--- src/rtl/arp_tx_if.sv ---
// MAC TX stream between the ARP transmitter and the MAC layer.
// The master drives one packet byte per cycle plus the frame's Ethernet
// destination; the slave reports when it can accept a new frame.
interface arp_tx_if;
  logic [7:0]  mac_data;
  logic        mac_valid;
  logic        mac_last;
  logic [47:0] mac_dst;
  logic        mac_ready;

  modport master (
    output mac_data,
    output mac_valid,
    output mac_last,
    output mac_dst,
    input  mac_ready
  );

  modport slave (
    input  mac_data,
    input  mac_valid,
    input  mac_last,
    input  mac_dst,
    output mac_ready
  );
endinterface

--- src/rtl/arp_tx.sv ---
// Transmit-side ARP engine. Builds 46-byte ARP request/reply packets
// (28 ARP bytes + 18 zero pad bytes) and streams them byte-serially into
// the MAC TX layer. Replies have priority over requests; every field is
// frozen at frame start so register updates only affect later frames.
module arp_tx #(
  parameter logic [31:0] P_DST_IP  = {8'd192, 8'd168, 8'd10, 8'd0},
  parameter logic [31:0] P_SRC_IP  = {8'd192, 8'd168, 8'd10, 8'd1},
  parameter logic [47:0] P_SRC_MAC = 48'h0
) (
  input  logic              i_clk,
  input  logic              i_rst,
  input  logic [31:0]       i_src_ip,
  input  logic              i_src_ip_valid,
  input  logic [31:0]       i_dst_ip,
  input  logic              i_dst_ip_valid,
  input  logic              i_trig_req,
  input  logic [47:0]       i_reply_mac,
  input  logic [31:0]       i_reply_ip,
  input  logic              i_trig_reply,
  output logic              o_busy,
  arp_tx_if.master          mac_tx
);

  typedef enum logic [1:0] {
    S_IDLE,
    S_WAIT,
    S_SEND,
    S_GAP
  } state_e;

  localparam logic [5:0]  LAST_BYTE = 6'd45;
  localparam logic [47:0] BCAST_MAC = 48'hFFFF_FFFF_FFFF;

  state_e      state_q;
  logic [5:0]  cnt_q;

  // Live address registers
  logic [31:0] src_ip_q;
  logic [31:0] dst_ip_q;
  logic [47:0] rep_mac_q;
  logic [31:0] rep_ip_q;
  logic        req_pend_q;
  logic        rep_pend_q;

  // Per-frame snapshot
  logic        snap_rep_q;
  logic [31:0] snap_spa_q;
  logic [47:0] snap_tha_q;
  logic [31:0] snap_tpa_q;

  // Registered outputs
  logic [7:0]  mac_data_q;
  logic        mac_valid_q;
  logic        mac_last_q;
  logic [47:0] mac_dst_q;
  logic        busy_q;

  // Whole packet laid out big-endian, byte 0 in the top bits
  logic [367:0] frame_w;
  logic [8:0]   bit_ofs_w;
  logic [7:0]   byte_d;

  assign frame_w = {16'h0001, 16'h0800, 8'h06, 8'h04,
                    (snap_rep_q ? 16'h0002 : 16'h0001),
                    P_SRC_MAC, snap_spa_q, snap_tha_q, snap_tpa_q,
                    144'h0};
  assign bit_ofs_w = {3'd0, LAST_BYTE - cnt_q} << 3;
  assign byte_d    = frame_w[bit_ofs_w +: 8];

  // Address registers, pending flags, frame FSM and output registers
  // NOTE: every register here is assigned with <=, so all right-hand sides
  // read pre-edge values and a later assignment in the block wins.
  always_ff @(posedge i_clk or posedge i_rst) begin
    if (i_rst) begin
      state_q     <= S_IDLE;
      cnt_q       <= '0;
      src_ip_q    <= P_SRC_IP;
      dst_ip_q    <= P_DST_IP;
      rep_mac_q   <= '0;
      rep_ip_q    <= '0;
      req_pend_q  <= 1'b0;
      rep_pend_q  <= 1'b0;
      snap_rep_q  <= 1'b0;
      snap_spa_q  <= '0;
      snap_tha_q  <= '0;
      snap_tpa_q  <= '0;
      mac_data_q  <= '0;
      mac_valid_q <= 1'b0;
      mac_last_q  <= 1'b0;
      mac_dst_q   <= '0;
      busy_q      <= 1'b0;
    end else begin
      if (i_src_ip_valid) src_ip_q <= i_src_ip;
      if (i_dst_ip_valid) dst_ip_q <= i_dst_ip;
      if (i_trig_reply) begin
        rep_mac_q <= i_reply_mac;
        rep_ip_q  <= i_reply_ip;
      end

      mac_data_q  <= 8'h00;
      mac_valid_q <= 1'b0;
      mac_last_q  <= 1'b0;

      unique case (state_q)
        S_IDLE: begin
          if (req_pend_q || rep_pend_q || i_trig_req || i_trig_reply) begin
            state_q <= S_WAIT;
            busy_q  <= 1'b1;
          end
        end
        S_WAIT: begin
          if (mac_tx.mac_ready) begin
            if (rep_pend_q) begin
              rep_pend_q <= 1'b0;
              snap_rep_q <= 1'b1;
              snap_tha_q <= rep_mac_q;
              snap_tpa_q <= rep_ip_q;
              mac_dst_q  <= rep_mac_q;
            end else begin
              req_pend_q <= 1'b0;
              snap_rep_q <= 1'b0;
              snap_tha_q <= '0;
              snap_tpa_q <= dst_ip_q;
              mac_dst_q  <= BCAST_MAC;
            end
            snap_spa_q <= src_ip_q;
            cnt_q      <= '0;
            state_q    <= S_SEND;
          end
        end
        S_SEND: begin
          mac_data_q  <= byte_d;
          mac_valid_q <= 1'b1;
          mac_last_q  <= (cnt_q == LAST_BYTE);
          if (cnt_q == LAST_BYTE) begin
            state_q <= S_GAP;
            busy_q  <= 1'b0;
          end else begin
            cnt_q <= cnt_q + 6'd1;
          end
        end
        S_GAP: begin
          state_q <= S_IDLE;
        end
        default: state_q <= S_IDLE;
      endcase

      // Triggers override a same-cycle clear so the new request is kept
      if (i_trig_req)   req_pend_q <= 1'b1;
      if (i_trig_reply) rep_pend_q <= 1'b1;
    end
  end

  assign mac_tx.mac_data  = mac_data_q;
  assign mac_tx.mac_valid = mac_valid_q;
  assign mac_tx.mac_last  = mac_last_q;
  assign mac_tx.mac_dst   = mac_dst_q;
  assign o_busy           = busy_q;

endmodule

--- src/flat_wrapper.sv ---
// flat-port wrapper written by rule: the top's interface ports become plain ports
module arp_tx_flat 
#(
  parameter logic [31:0] P_DST_IP  = {8'd192, 8'd168, 8'd10, 8'd0},
  parameter logic [31:0] P_SRC_IP  = {8'd192, 8'd168, 8'd10, 8'd1},
  parameter logic [47:0] P_SRC_MAC = 48'h0
)
  (i_clk, i_rst, i_src_ip, i_src_ip_valid, i_dst_ip, i_dst_ip_valid, i_trig_req, i_reply_mac, i_reply_ip, i_trig_reply, o_busy, mac_tx_mac_data, mac_tx_mac_valid, mac_tx_mac_last, mac_tx_mac_dst, mac_tx_mac_ready);
  arp_tx_if mac_tx_i ();
  input  logic i_clk;
  input  logic i_rst;
  input  logic [31:0] i_src_ip;
  input  logic i_src_ip_valid;
  input  logic [31:0] i_dst_ip;
  input  logic i_dst_ip_valid;
  input  logic i_trig_req;
  input  logic [47:0] i_reply_mac;
  input  logic [31:0] i_reply_ip;
  input  logic i_trig_reply;
  output logic o_busy;
  output wire logic [$bits(mac_tx_i.mac_data)-1:0] mac_tx_mac_data;
  output wire logic [$bits(mac_tx_i.mac_valid)-1:0] mac_tx_mac_valid;
  output wire logic [$bits(mac_tx_i.mac_last)-1:0] mac_tx_mac_last;
  output wire logic [$bits(mac_tx_i.mac_dst)-1:0] mac_tx_mac_dst;
  input wire logic [$bits(mac_tx_i.mac_ready)-1:0] mac_tx_mac_ready;
  assign mac_tx_mac_data = mac_tx_i.mac_data;
  assign mac_tx_mac_valid = mac_tx_i.mac_valid;
  assign mac_tx_mac_last = mac_tx_i.mac_last;
  assign mac_tx_mac_dst = mac_tx_i.mac_dst;
  assign mac_tx_i.mac_ready = mac_tx_mac_ready;
  arp_tx #(.P_DST_IP(P_DST_IP), .P_SRC_IP(P_SRC_IP), .P_SRC_MAC(P_SRC_MAC)) u_core (.i_clk(i_clk), .i_rst(i_rst), .i_src_ip(i_src_ip), .i_src_ip_valid(i_src_ip_valid), .i_dst_ip(i_dst_ip), .i_dst_ip_valid(i_dst_ip_valid), .i_trig_req(i_trig_req), .i_reply_mac(i_reply_mac), .i_reply_ip(i_reply_ip), .i_trig_reply(i_trig_reply), .o_busy(o_busy), .mac_tx(mac_tx_i));
endmodule
--- config.mk ---
export PLATFORM = sky130hd
export DESIGN_NAME = arp_tx_flat
export DESIGN_NICKNAME = d
export VERILOG_FILES = /design/src/rtl/arp_tx_if.sv /design/src/rtl/arp_tx.sv /design/src/flat_wrapper.sv
export SDC_FILE = /design/constraint.sdc
export NUM_CORES = 1
export LEC_CHECK = 0
export ABC_AREA = 0
export CORE_AREA = 8 8 176 178
export CTS_CLUSTER_DIAMETER = 30
export DETAILED_ROUTE_END_ITERATION = 16
export DIE_AREA = 0 0 184 186
export PLACE_DENSITY = 0.74
export SYNTH_ARGS = -nofsm -noshare
export SYNTH_HDL_FRONTEND = slang
export SYNTH_SLANG_ARGS = --single-unit
--- constraint.sdc ---
create_clock -name i_clk -period 21.4 [get_ports i_clk]
set_input_delay 2.14 -clock i_clk [delete_from_list [all_inputs] [get_ports i_clk]]
set_output_delay 2.14 -clock i_clk [all_outputs]
set_load 0.01 [all_outputs]
# --- Word level (Yosys, flattened, before mapping) ---
# Cells that the tools add are included.
# Widths: inputs -> output; s select.
totals:
  mem_count: 0
  inputBits: 151
  mem_bits_rw: 0
  regBits: 326
  romBits: 0
  latch_bits: 0
classes:
  n_reduce_logical: 16
  bitwise_logic: 0
  multipliers: 0
  div_mod_pow: 0
  order_cmp: 0
  mux: 25
  shifts: 1
  n_eq_ne: 9
  add_sub_neg: 2
op_table:
  columns: ["cell", "n"]
  rows:
  - ["$shiftx 368x10->8", 1]
  - ["$mux 48", 2]
  - ["$mux 32", 1]
  - ["$mux 1", 12]
  - ["$mux 6", 2]
  - ["$pmux 6 s2", 1]
  - ["$reduce_and 3->1", 4]
  - ["$reduce_bool 2->1", 6]
  - ["$mux 2", 4]
  - ["$mux 8", 1]
  - ["$pmux 2 s4", 1]
  - ["$add 6x1->6 const B", 1]
  - ["$eq 6x6->1 const B", 1]
  - ["$ne 2x2->1 const B", 3]
  - ["$sub 6x6->6 const A", 1]
  - ["$eq 2x2->1 const B", 2]
  - ["$ne 2x1->1 const B", 2]
  - ["$reduce_and 2->1", 2]
  - ["$logic_or 1x1->1", 3]
  - ["$eq 2x1->1 const B", 1]
  - ["$logic_not 2->1", 1]
  - ["$pmux 1 s2", 1]

# --- Logic depth before layout (Yosys ltp) ---
logic_depth:
  ltp_word: 5
  ltp_mapped: 8
  ltp_nobuf: 7

# --- Worst setup path before layout ---
# Ideal clock, no wire load.
synth_timing:
  path_type: "input-to-reg"
  startpoint: "input i_dst_ip_valid"
  endpoint: "register u_core.dst_ip_q[0]"
  path_slack_ps: 18260
  setup_ps: 125
  cell_stages: 3
  arrival_ps: 3015
  path_cell_list: "clkbuf_1 > buf_1 > mux2_2"
synth_rtl:
  columns: ["item", "line", "source"]
  rows:
  - ["start: declaration", "flat_wrapper.sv:15", "input logic i_dst_ip_valid;"]
  - ["end signal: assignment", "arp_tx.sv:94", "if (i_dst_ip_valid) dst_ip_q <= i_dst_ip;"]
  - ["end: declaration", "arp_tx.sv:39", "logic [31:0] dst_ip_q;"]
# No word-level cell between the ends.

# --- Final worst setup path ---
layout_timing:
  startpoint: "input mac_tx_mac_ready"
  endpoint: "register u_core.mac_dst_q[12], in the netlist u_core.mac_tx.mac_dst[12]"
layout_between:
  elab_chain_cells: 1
layout_rtl:
  columns: ["item", "line", "source"]
  rows:
  - ["start: declaration", "flat_wrapper.sv:25", "input wire logic [$bits(mac_tx_i.mac_ready)-1:0] mac_tx_mac_ready;"]
  - ["$reduce_and 2->1 (no source line)", null, null]
  - ["end signal: assignment", "arp_tx.sv:118", "mac_dst_q <= rep_mac_q;"]
  - ["end: declaration", "arp_tx.sv:55", "logic [47:0] mac_dst_q;"]
# No other way between the ends.
# A chain may end at the register's enable or synchronous reset.

==> reports/qor.yml <==
status: "finished, final reports clean"
critical_path_depth: 4
fin_total_pwr_uw: 2610
ctsHoldBuffers: 0
nets: 1620
leakage_uw: 0.00841
cts-root-buf: "clkbuf_16"
tightest_slew_ns: 1.18
yosys-top-cells-area: "dfrtp_1, mux2_2, nand2_1"
ir_drop_mv: 0.0986
path_clk_slew_ns: 0.04
instances_no_fill: 1896
max-slew-margin-rel: 0.211
period_minus_slack_ns: 4.26
setup_viol: 0
crit_slowest_cell: "buf_4"
drive_gt1_frac: 0.179
crit_chain: "clkdlybuf4s50_1 > and2_4 > buf_4 > a31oi_1"
synth_edf_count: 0
fin_ws_ns: 17.14
hold_class: "flip-flop to flip-flop"
dieArea_um2: 34200
drv_cap: 0
cts_setup_buffers: 0
synth_cell_type_count: 51
worst-path-buf-inv: 2
drv_slew: 0
yosysTopAreaCell: "dfrtp_1"
pre_cts_ws_ns: 16.63
clock_latency_ns: 0.55
whs_path_depth: 2
final_cell_mix: "dfrtp_1, nand2_1, clkdlybuf4s50_1"
avgSynthCellArea_um2: 11.0
syn_nets: 1421
ys.flop_type: "dfrtp_1"
fin_area_um2: 18400
dpl_cell_area_um2: 16100
worst-setup-path-type: "input pin to flip-flop"
cts.sinks: 326
gp_congestion: 0.867
finalSetupTns_ns: 0
ys_seq_area_frac: 0.592
timing.critical_path.required_ns: 21.74
rr_worst_depth: 5
path_delay_family: "buffers and inverters"
cts_tree: "yes"
cts_max_level: 3
coreArea_um2: 28200
cp-start-kind: "input pin"
fin_crit_sh: 0.199
rows: 62
grt_pass1_wl_mm: 56.2
drc: 0
track_usage: 0.204
synthesis.area_um2: 13800
die_h_um: 186
dp_hpwl_mm: 22.1
p_per_area_nw_per_um2: 142
antenna_found_initial: 0
async_flop_share: 1.00
drt-wirelength-per-cell_um: 18.2
clk_path_buf_depth: 3
via_per_inst: 5.23
yosys.area.top_type_share: 0.563
arrival_ns: 4.60
first_pass_iters: 5
insertedDiodeCount: 0
initial_core_util: 0.489
slowest_delay_ns: 0.79
fmax_mhz: 235
pin_count: 210
yosys_warnings: 0
path_max_fanout: 90
ys_ff_latch: 326
area_growth_pct: 33.2
die_w_um: 184
first_iter_violations: 805
overflow: 0
netlist_instances: 1260
cts_made_buffers: 69
post-place-cells: 1772
skew_ns: 0.0226
port_buffers: 209
grt_pass1_vias: 10551
finalHoldViolCount: 0
ant_nets: 0
grt_start_max_net_pins: 210
layout_commonest_cell: "dfrtp_1"
endpoint_kind: "flip-flop"
via_count: 9923
cts_resized: 0
wl_mm: 34.6
rsz0062_at_grt: "no"
worst paths after layout:
check | from | to | slack (ns)
max in group asynchronous | i_rst | u_core.rep_pend_q | 17.46
hold reg to reg | u_core.snap_tha_q[15] | u_core.snap_tha_q[15] | 0.46
setup / recovery | mac_tx_mac_ready | u_core.mac_tx.mac_dst[12] | 17.14
hold / removal | u_core.snap_tha_q[15] | u_core.snap_tha_q[15] | 0.46
min in group asynchronous | i_rst | u_core.mac_tx.mac_dst[0] | 2.16
setup reg to reg | u_core.cnt_q[1] | u_core.mac_tx.mac_data[5] | 18.02
tightest hold or removal path, stage by stage, from the launching register on:
cell,delay (ns)
dfrtp_1,0.33
nand2_1,0.05
nand2_1,0.05
Yosys cell counts (8+ instances only):
library cell,n
a31oi_1,49
buf_1,15
buf_2,16
clkbuf_1,47
dfrtp_1,311
dfstp_2,15
ha_1,10
inv_1,55
mux2_2,101
mux2i_1,43
mux4_2,17
nand2_1,294
nand3_1,54
nor2_1,58
nor2b_1,8
o21ai_0,87
final cells by class:
type / count / area [µm²]
timing repair buffer: 217 / 2160
multi-input combinational: 789 / 5020
tap: 384 / 480
inverter: 56 / 218
fill: 2151 / 9840
clock buffer: 93 / 1960
clock inverter: 31 / 378
sequential: 326 / 8180
sequential cells by signal (all words and copies together) (netlist names):
register	cells
u_core.snap_spa_q	32
u_core.mac_tx.mac_last	1
u_core.dst_ip_q	32
u_core.o_busy	1
u_core.mac_tx.mac_data	8
u_core.rep_pend_q	1
u_core.cnt_q	6
u_core.mac_tx.mac_valid	1
u_core.snap_tha_q	48
u_core.snap_rep_q	1
u_core.snap_tpa_q	32
u_core.mac_tx.mac_dst	48
u_core.rep_mac_q	48
u_core.req_pend_q	1
u_core.state_q	2
u_core.rep_ip_q	32
u_core.src_ip_q	32
metrics by stage:
| step | utilization | hold WS [ns] |
|---|---|---|
| after CTS | 0.652 | 0.463 |
| final | 0.652 | 0.464 |
| after detailed placement | 0.569 | 0.450 |
| after floorplan | - | 0.431 |
| after global placement | 0.569 | 0.446 |
| after global routing | 0.652 | 0.482 |
layer usage:
metal / track usage / routed length, µm
met5: 0 / 0
met4: 0.0749 / 822
met3: 0.0470 / 2040
met2: 0.322 / 16600
met1: 0.274 / 15200
logic make-up (layout without fill, tap and decap cells):
family	after synthesis	count (layout)	synth area share
XOR/XNOR	6	6	0.00435
AND/OR/NAND/NOR	436	436	0.130
AO/OA/AOI/OAI	175	175	0.0769
flip-flops	326	326	0.592
adder cells (fa/ha/maj)	10	10	0.00906
buffers and inverters	145	397	0.0452
multiplexers	162	162	0.143
where the power goes:
part / total (µW) / switching [µW] / internal (µW)
registers: 917 / 121 / 795
clock network: 1050 / 336 / 713
logic: 646 / 345 / 300
total: 2610 / 802 / 1810
No activity file was read; power rests on OpenSTA's default activity.
==> RTL edit (same flow settings) <==
Make the reset (`i_rst`) synchronous in one clocked block.
--- a/src/rtl/arp_tx.sv
+++ b/src/rtl/arp_tx.sv
@@ -71,5 +71,5 @@
   // NOTE: every register here is assigned with <=, so all right-hand sides
   // read pre-edge values and a later assignment in the block wins.
-  always_ff @(posedge i_clk or posedge i_rst) begin
+  always_ff @(posedge i_clk) begin
     if (i_rst) begin
       state_q     <= S_IDLE;
Formal check against the unedited RTL: differs if i_rst is asserted again (counterexample within 4 cycles, from zero or initial values and one cycle with i_rst high); with i_rst held inactive, the same outputs for 4 cycles.
==> RTL edit against the unedited design <==
- sequential cell count stayed put
- global-route usage is 0.86 points lower
- non-clock buffer count stayed put
- synthesized cell count is 0.40% higher
- final area is 6.7% lower
- largest cell class unchanged
- highest routed layer unchanged
- wire length is 1.0% lower
- synthesized area is 8.0% lower
- setup slack better by 0.16 ns
Power is not compared: it rests on default switching activity, and its combinational part moved more than twofold at a synthesized area within 25%.
==> RTL edit: results (changes against the unedited design) <==
- Outcome: finished, final reports clean
- Reg-to-Reg Start: u_core.state_q[0]$_SDFFE_PP0P_
- Nets: 1609 (-0.68%)
- Adder-cell share of the synthesized area: 0.9843% (+0.079 points)
- Dpl ws: 16.78 ns (+0.1506 ns)
- Post-Synthesis Cells: 1265 (+0.40%)
- Crit path launch: mac_tx_mac_ready
- Non-Filler Instances: 1885 (-0.58%)
- Vias/cell: 5.271 (+0.72%)
- Syn_nets: 1426 (+0.35%)
- Global router's overall resource usage: 19.58% (-0.86 points)
- Hold path start: u_core.src_ip_q[26]$_SDFFE_PP0P_
- First-pass GRT wire length: 53610 microns (-4.6%)
- Synth top cells by count: dfxtp_1 (326), nor2_1 (222), mux2i_1 (182)
- First-iteration detailed-routing DRC count: 658 (-18%)
- Cell Area, Placed: 14920 sq um (-7.2%)
- Leading post-synthesis cells by cell area: dfxtp_1 (51%), mux2i_1 (14%), nor2_1 (6.6%)
- Synth cell types: 41 (-20%)
- Placer Congestion: 0.8338 (-3.9%)
- Share of cells above drive strength 1: 10.80% (-7.1 points)
- CP max FO: 102 (+13%)
- WHS: 0.4442 ns (-0.01958 ns)
- Fillers: 2371 (+10%)
- Power in combinational cells: 0.000304 W
- Post-synthesis compound-gate area fraction: 10.28% (+2.6 points)
- Post-synthesis mux area share: 17.87% (+3.6 points)
- Critical path endpoint: u_core.cnt_q[3]$_SDFFE_PP0P_
- Largest net degree at the start of global routing: 113 (-46%)
- Total Power: 0.002042 W
- Placed wire-length estimate: 22170 microns (+0.52%)
- FF-to-FF End: u_core.cnt_q[3]$_SDFFE_PP0P_
- Final Core Density: 60.83% (-4.3 points)
- Total CTS buffers: 67 (-2.9%)
- Post-synthesis sequential area ratio: 51.34% (-7.8 points)
- Slew HR: 21.35% (+0.20 points)
- Initial antenna violation count: 1 (+1)
- Clock Skews: 0.02361 ns (+0.0009779 ns)
- # placed instances: 1763 (-0.51%)
- DR WL/cell: 18.16 microns (-0.43%)
- Hold Path End: u_core.snap_spa_q[26]$_SDFFE_PP0P_
- Crit share post-route: 19.17% (-0.73 points)
- Synth async-reset ratio: 0% (-100 points)
- Crit-path max cell delay: 0.85 ns (+0.06 ns)
- Xor and xnor area share after synthesis: 0.4823% (+0.048 points)
[RTL edit: changes by cell type after synthesis, moves of 49 or more]
cell | before | now
nor2_1 | 58 | 222
dfxtp_1 | 0 | 326
nand2_1 | 294 | 70
dfrtp_1 | 311 | 0
a22o_1 | 1 | 52
nor3_1 | 1 | 51
o21ai_0 | 87 | 6
mux2_2 | 101 | 8
mux2i_1 | 43 | 182
nor3b_1 | 0 | 49
[RTL edit: layout make-up]
type                            count  share of cell area (%)
Sequential cell                   326                   38.03
Multi-Input combinational cell    828                   33.35
Timing Repair Buffer              217                   12.48
Clock buffer                       81                   10.66
Tap cell                          384                   2.797
Clock inverter                     40                   2.498
Inverter                            8                  0.1748
Antenna cell                        1                 0.01457
[RTL edit: per-layer routing]
metal / global-route usage (%) / up-vias / share of wire (%)
met4: 8.616 / 0 / 3.1
met3: 4.314 / 70 / 5.8
met1: 24.29 / 4720 / 43
met2: 32.35 / 322 / 48
li1: - / 4824 / -
met5: 0 / - / 0
